[src/rtl/veririsc_controller.sv]
// veririsc_controller
//   Eight-phase instruction sequencer for the VeriRISC core. It decodes the
//   current phase and the IR opcode into every datapath and memory strobe.
//
//   Optional feature (define VERIRISC_CTRL_RESUME_EN):
//     adds input `resume`, which leaves HALTED and returns to INST_ADDR.
//
//   Ports:
//     clk     in   system clock, rising edge
//     rst_n   in   asynchronous active-low reset
//     opcode  in   IR opcode (OPW bits)
//     zero    in   accumulator-is-zero flag
//     resume  in   leave HALTED (only with VERIRISC_CTRL_RESUME_EN)
//     sel     out  address mux select, 1 = PC, 0 = IR operand
//     rd, wr  out  memory read / write enables
//     ld_ir, ld_ac, ld_pc, inc_pc, data_e, halt   out  datapath strobes
//     phase   out  current state encoding
//
//   state      | meaning
//   INST_ADDR  | PC drives the memory address
//   INST_FETCH | instruction read from memory
//   INST_LOAD  | instruction loaded into IR
//   IDLE       | IR load held, opcode now stable
//   OP_ADDR    | PC increments; HLT diverts to HALTED
//   OP_FETCH   | operand read for ALU ops
//   ALU_OP     | SKZ skip, JMP load, STO drives bus
//   STORE      | accumulator load or memory write
//   HALTED     | core stopped
module veririsc_controller #(
  parameter int OPW = 3
) (
  input  logic           clk,
  input  logic           rst_n,
  input  logic [OPW-1:0] opcode,
  input  logic           zero,
`ifdef VERIRISC_CTRL_RESUME_EN
  input  logic           resume,
`endif
  output logic           sel,
  output logic           rd,
  output logic           wr,
  output logic           ld_ir,
  output logic           ld_ac,
  output logic           ld_pc,
  output logic           inc_pc,
  output logic           data_e,
  output logic           halt,
  output logic [3:0]     phase
);

  typedef enum logic [3:0] {
    INST_ADDR  = 4'd0,
    INST_FETCH = 4'd1,
    INST_LOAD  = 4'd2,
    IDLE       = 4'd3,
    OP_ADDR    = 4'd4,
    OP_FETCH   = 4'd5,
    ALU_OP     = 4'd6,
    STORE      = 4'd7,
    HALTED     = 4'd8
  } state_t;

  localparam logic [OPW-1:0] OP_HLT = OPW'(0);
  localparam logic [OPW-1:0] OP_SKZ = OPW'(1);
  localparam logic [OPW-1:0] OP_ADD = OPW'(2);
  localparam logic [OPW-1:0] OP_AND = OPW'(3);
  localparam logic [OPW-1:0] OP_XOR = OPW'(4);
  localparam logic [OPW-1:0] OP_LDA = OPW'(5);
  localparam logic [OPW-1:0] OP_STO = OPW'(6);
  localparam logic [OPW-1:0] OP_JMP = OPW'(7);

  state_t state_q, state_d;

  logic is_hlt, is_skz, is_sto, is_jmp, is_aluop;

  assign is_hlt   = (opcode == OP_HLT);
  assign is_skz   = (opcode == OP_SKZ);
  assign is_sto   = (opcode == OP_STO);
  assign is_jmp   = (opcode == OP_JMP);
  assign is_aluop = (opcode == OP_ADD) || (opcode == OP_AND) ||
                    (opcode == OP_XOR) || (opcode == OP_LDA);

  always_ff @(posedge clk or negedge rst_n) begin
    if (!rst_n) state_q <= INST_ADDR;
    else        state_q <= state_d;
  end

  // Strobes are pure decodes of state, so reset clears wr (and every other
  // strobe) as soon as rst_n falls, without waiting for an edge.
  always_comb begin
    state_d = INST_ADDR;
    sel     = 1'b0;
    rd      = 1'b0;
    wr      = 1'b0;
    ld_ir   = 1'b0;
    ld_ac   = 1'b0;
    ld_pc   = 1'b0;
    inc_pc  = 1'b0;
    data_e  = 1'b0;
    halt    = 1'b0;
    case (state_q)
      INST_ADDR: begin
        state_d = INST_FETCH;
        sel     = 1'b1;
      end
      INST_FETCH: begin
        state_d = INST_LOAD;
        sel     = 1'b1;
        rd      = 1'b1;
      end
      INST_LOAD: begin
        state_d = IDLE;
        sel     = 1'b1;
        rd      = 1'b1;
        ld_ir   = 1'b1;
      end
      IDLE: begin
        state_d = OP_ADDR;
        sel     = 1'b1;
        rd      = 1'b1;
        ld_ir   = 1'b1;
      end
      OP_ADDR: begin
        state_d = is_hlt ? HALTED : OP_FETCH;
        inc_pc  = 1'b1;
        halt    = is_hlt;
      end
      OP_FETCH: begin
        state_d = ALU_OP;
        rd      = is_aluop;
      end
      ALU_OP: begin
        state_d = STORE;
        rd      = is_aluop;
        inc_pc  = is_skz && zero;
        ld_pc   = is_jmp;
        data_e  = is_sto;
      end
      STORE: begin
        state_d = INST_ADDR;
        rd      = is_aluop;
        ld_ac   = is_aluop;
        inc_pc  = is_jmp;
        ld_pc   = is_jmp;
        wr      = is_sto;
        data_e  = is_sto;
      end
      HALTED: begin
`ifdef VERIRISC_CTRL_RESUME_EN
        state_d = resume ? INST_ADDR : HALTED;
`else
        state_d = HALTED;
`endif
        halt    = 1'b1;
      end
      default: state_d = INST_ADDR;
    endcase
  end

  assign phase = state_q;

endmodule
[config.mk]
export PLATFORM = sky130hd
export DESIGN_NAME = veririsc_controller
export DESIGN_NICKNAME = d
export VERILOG_FILES = /design/src/rtl/veririsc_controller.sv
export SDC_FILE = /design/constraint.sdc
export NUM_CORES = 1
export LEC_CHECK = 0
export CAP_MARGIN = 15
export CORE_AREA = 2 2 39 41
export DETAILED_ROUTE_END_ITERATION = 12
export DIE_AREA = 0 0 41 43
export PLACE_DENSITY_LB_ADDON = 0.12
export SLEW_MARGIN = 20
export SYNTH_ARGS = -nofsm -noshare
export SYNTH_HDL_FRONTEND = slang
export SYNTH_SLANG_ARGS = --single-unit
[constraint.sdc]
create_clock -name clk -period 1.4 [get_ports clk]
set_input_delay 0.21 -clock clk [delete_from_list [all_inputs] [get_ports clk]]
set_output_delay 0.21 -clock clk [all_outputs]
set_load 0.01 [all_outputs]
---- Yosys cells after proc, flatten, opt, wreduce, memory -nomap -nowiden ----
Cells that the tools add are included.
operators by class
  mux-type cells .......................... 11
  equality and inequality tests ........... 15
  reduce and logical (&&, ||, !) cells .... 11
operators by type and width
  operator                                                               number
  4-bit case mux with 8 select lines                                     1
  4-bit by 3-bit equality test with 1-bit output, second input constant  4
  3-bit equality test, second input constant                             4
  4-bit by 2-bit equality test with 1-bit output, second input constant  2
  3-bit by 2-bit equality test with 1-bit output, second input constant  2
  1-bit 2-to-1 mux                                                       6
  3-bit OR reduction                                                     2
  4-bit by 1-bit equality test with 1-bit output, second input constant  1
  4-bit equality test, second input constant                             1
  4-bit zero test                                                        1
  4-bit 2-to-1 mux                                                       1
  1-bit case mux with 2 select lines                                     2
  2-bit OR reduction                                                     2
  4-bit OR reduction                                                     1
  3-bit by 1-bit equality test with 1-bit output, second input constant  1
  3-bit zero test                                                        1
  1-bit logical OR                                                       3
  1-bit case mux with 3 select lines                                     1
  1-bit logical AND                                                      1
word-level totals
  flip-flop bits (word level) ............. 4
  output and inout port bits .............. 13
  input port bits ......................... 6

---- Longest topological paths before layout ----
Gate-level depths: netlist (run 1).
  depth after elaboration ................. 5
  mapped depth ............................ 4
  mapped depth without buffers ............ 3

---- Least setup slack after synthesis (run 1) ----
Ideal clock, no wire load.
  path kind ............................... register to output
  start point ............................. reg state_q[2], in the netlist phase[2]
  end point ............................... out halt
  arrival ................................. 1433 ps
  stages on the path, launching flop included .. 5
  path buffers ............................ 1
  setup slack ............................. -243 ps
  cells stage by stage .................... dfrtp_1 > buf_6 > or4b_1 > mux2_4 > nor3_2
on the way
  longest elaborated chain between the ends .. 2
ends and longest elaborated chain
  element                                                                                line  RTL
  from (decl)                                                                            72    state_t state_q, state_d;
  from (signal assigned)                                                                 85    else state_q <= state_d;
  4-bit equality test or 4-bit by 3-bit equality test with 1-bit output (tied branches)  101   case (state_q)
  1-bit case mux with 2 select lines *                                                   101
  to (decl)                                                                              47    output logic halt,
Every way passes the cells marked *; elsewhere a longest branch is shown, timed or not.

---- Worst setup path in the final report (run 1) ----
Ends and elaborated chain as after synthesis.

==> results.md, run 1 <==
- Status: finished, violations left
- Violated checks: negative setup slack
- Die Span Y: roughly 43 microns
- Post-synthesis register bit count: 4
- Crit-path max FO: 2
- CP max-delay cell: or4b_4
- R2R Setup Slk: -0.11 ns
- R2R cell count: 5
- Largest net degree at the start of global routing: 10
- H-tree levels: 1
- Final Hold Fails: 0
- Syn Inst Count: 39
- Clk pwr share: 11.3%
- Initial drt markers: 8
- RR Startpoint: phase[2]
- Clock tree buffer depth: 2
- Slew margin rel.: between 70% and 80%
- Grt met2 use: 21.3%
- CP required: around 1.2 ns
- Crit-path cells: or4b_4, mux2_4, nor3_4, buf_2
- First-pass GRT wire length: between 1500 and 2000 microns
- Pint: 0.731 mW
- Num CTS Buffers: 3
- Final Cell Area: around 680 sq um
- Commonest non-fill, non-tap cell in the layout: buf_4
- CP peak stage delay: 0.46 ns
- Cell variety after synth: 21
- Type of the worst setup path: flip-flop to primary output
- Min setup slack post-route: -0.373 ns
- Worst IR Drop VDD: ~0.74 mV
- # setup viols final: 6
- Logic pwr share: a little under three quarters
- Grt ovf: 0
- Minimum clock period: about 1.8 ns
- Clock transition at path regs: 0.04 ns
- Netlist Area Pre-Place: 334 sq um
- Hold Crit Class: primary input to async pin
- Routed len/inst: about 12 microns
- CTS tree: done
- Synth-to-layout area growth: 103%
- Final Instance Count excl. Fillers: about 90
- Share of layout cells above drive strength 1: roughly 60%
- Gp weighted congestion: 0.701
- Initial antenna violation count: 0
- Pwr dens: between 1500 and 2000 mW/mm^2
- Die footprint: ~0.0018 sq mm
- Leak: approximately 0.34 nW
- Rows: 14
- GRT Max-Usage Layer: met2
- Reg area: 103 sq um
- Final-stage net count: 83
- Clock Tree Root: clkbuf_4
- Core area: about 0.0014 sq mm
- Critical path data arrival time: between 1.5 and 2 ns
- Syn Nets: 45
- Vias in the first global route: 366
- Synth Area per Inst: between 8 and 9 sq um
- Worst Skew: just under 0.002 ns
- CTS Sinks: 4
- Endpoint class of the critical path: primary output
- Sw Share: 39.9%
- IO Pins: 19
- Initial Util: between 20 and 25%
- FF-to-FF End: phase[3]
- Sequential-to-total area share from yosys stat: ~30%
- Drt drc: 0
- Worst Setup Start Kind: flip-flop
- GR Layer Usage met3: between 4 and 5%
- Buf/Inv on CP: 1
- Via-to-Cell Ratio: between 4 and 5
- Detail Route Antenna Nets: 0
- Cell Area, Placed: 601 sq um
- Routing usage on met1: between 10% and 20%
- Final Max Slew Viols: 0
- Unrepaired setup endpoints after global routing: true
- DPL Wire Length: about 730 microns
- # Max-Cap Violations: 0
- 1st-pass router iterations: 2
- Port bufs: 18
- DIE WIDTH: between 40 and 50 microns
- NetSw: around 0.49 mW
- Fillers: between 100 and 150
- Overall Global Routing Usage: a little over an eighth
- Yosys Warn Count: 0
- Placed Cells: slightly above 80
- Sequential power share: about 17%
- Top achievable clock speed: 564 MHz
- Multi-input gate area: about 250 sq um
- Vias: between 400 and 500
- Worst-Margin Slew: between 0.3 and 0.4 ns
- Routed WL: 1070 microns
- Largest register FFs: 4
- Clock Latency Late Sink: 0.23 ns
- Top delay family on crit path: simple AND/OR/NAND/NOR gates
- Crit share post-route: 127%
- Commonest non-fill, non-tap cells in the layout: buf_4, buf_2, nor2_1, dlygate4sd2_1
- Ant. Diodes: 0
[per-layer routing]
layer,wire length (microns),up-vias,share of wire [%]
li1,-,209,-
met1,466,186,43
met2,546,17,51
met3,62,0,5.8
met4,0,0,0
met5,0,-,0
[cell usage after synthesis]
cell	n	share of area [%]
a211oi_1	1	2.2
a22o_1	1	2.6
and3_1	2	3.7
buf_6	2	6.7
clkbuf_1	2	2.2
dfrtp_1	4	30
mux2_4	1	4.5
nand2_1	5	5.6
nand2b_1	1	1.9
nor2_1	6	6.7
nor2b_1	1	1.9
nor3_1	2	3.0
nor3_2	2	6.0
nor3b_1	1	2.2
nor3b_2	1	3.7
o21ai_1	1	1.5
o21bai_1	1	2.2
o31ai_1	1	2.2
o41ai_1	1	2.6
or4b_1	1	3.0
xnor2_1	2	5.2
[area by class of cell]
type / instances / share of cell area, %
clock buffers: 3 / 3.33
well taps: 16 / 2.96
repair buffers: 37 / 41.8
flip-flops and latches: 4 / 15.2
multi-input cells: 31 / 36.8
[worst register-to-register path: cells and delay by family (launching register included)]
kind	cells	cell delay, ns
multiplexers	1	0.30
flip-flops	1	0.33
buffers and inverters	2	0.26
AND/OR/NAND/NOR	2	0.54
[kinds of logic (layout without fill, tap and decap cells)]
group,Yosys count,in the layout,synth area share (%)
flip-flops,4,4,30.0
buffers and inverters,4,40,8.99
AND/OR/NAND/NOR,22,22,37.8
XOR/XNOR,2,2,5.24
multiplexers,1,1,4.49
AO/OA/AOI/OAI,6,6,13.5
[metrics by stage]
stage                     hold WS [ns]  worst slack, ns  utilization, %  total power, mW  TNS, ns
final                            0.183           -0.373            48.9             1.22   -0.861
after CTS                        0.182           -0.378            48.6             1.21   -0.759
after global routing             0.181           -0.426            48.9             1.31    -1.21
after global placement           0.428           -0.936            43.4             1.00    -4.96
after floorplan                -0.0856           -0.223               -            0.615   -0.265
after detailed placement         0.429           -0.942            43.4             1.01    -4.91
[worst max path at each step]
| stage | end | from | slack [ns] | cells after the start |
|---|---|---|---|---|
| 2_1_floorplan | halt | phase[2] | -0.22 | 4 |
| 3_3_place_gp | halt | opcode[2] | -0.94 | 5 |
| 3_5_place_dp | halt | opcode[2] | -0.94 | 5 |
| 4_1_cts | halt | phase[2] | -0.38 | 4 |
| 5_1_grt | halt | phase[2] | -0.43 | 4 |
| 6_report | halt | phase[2] | -0.37 | 4 |
[power by group through the flow]
stage / sequential [mW] / combinational (mW) / clock, mW
5_1_grt: 0.218 / 0.944 / 0.151
2_1_floorplan: 0.214 / 0.401 / 0
4_1_cts: 0.214 / 0.850 / 0.144
3_3_place_gp: 0.228 / 0.774 / 0
3_5_place_dp: 0.227 / 0.778 / 0
6_report: 0.212 / 0.866 / 0.138
[repair_timing]
item / 4_1_cts / 5_1_grt
endpoints found under the setup margin: 14 / 11
hold buffers: 0 / 0
setup buffers: 5 / 2
gates resized for setup: 55 / 5
pin swaps: 2 / 0
Power figures use the tool's default switching activity.
==> run 2: changes to the inputs <==
- HOLD_SLACK_MARGIN: unset -> 0.03
==> results of run 2 <==
Same layout as run 1: the final DEF is identical, and so are final timing and power.
==> run 3: changes to the inputs <==
- SLEW_MARGIN: 20 -> 0
==> results of run 3 <==
Same layout as run 1: the final DEF is identical, and so are final timing and power.
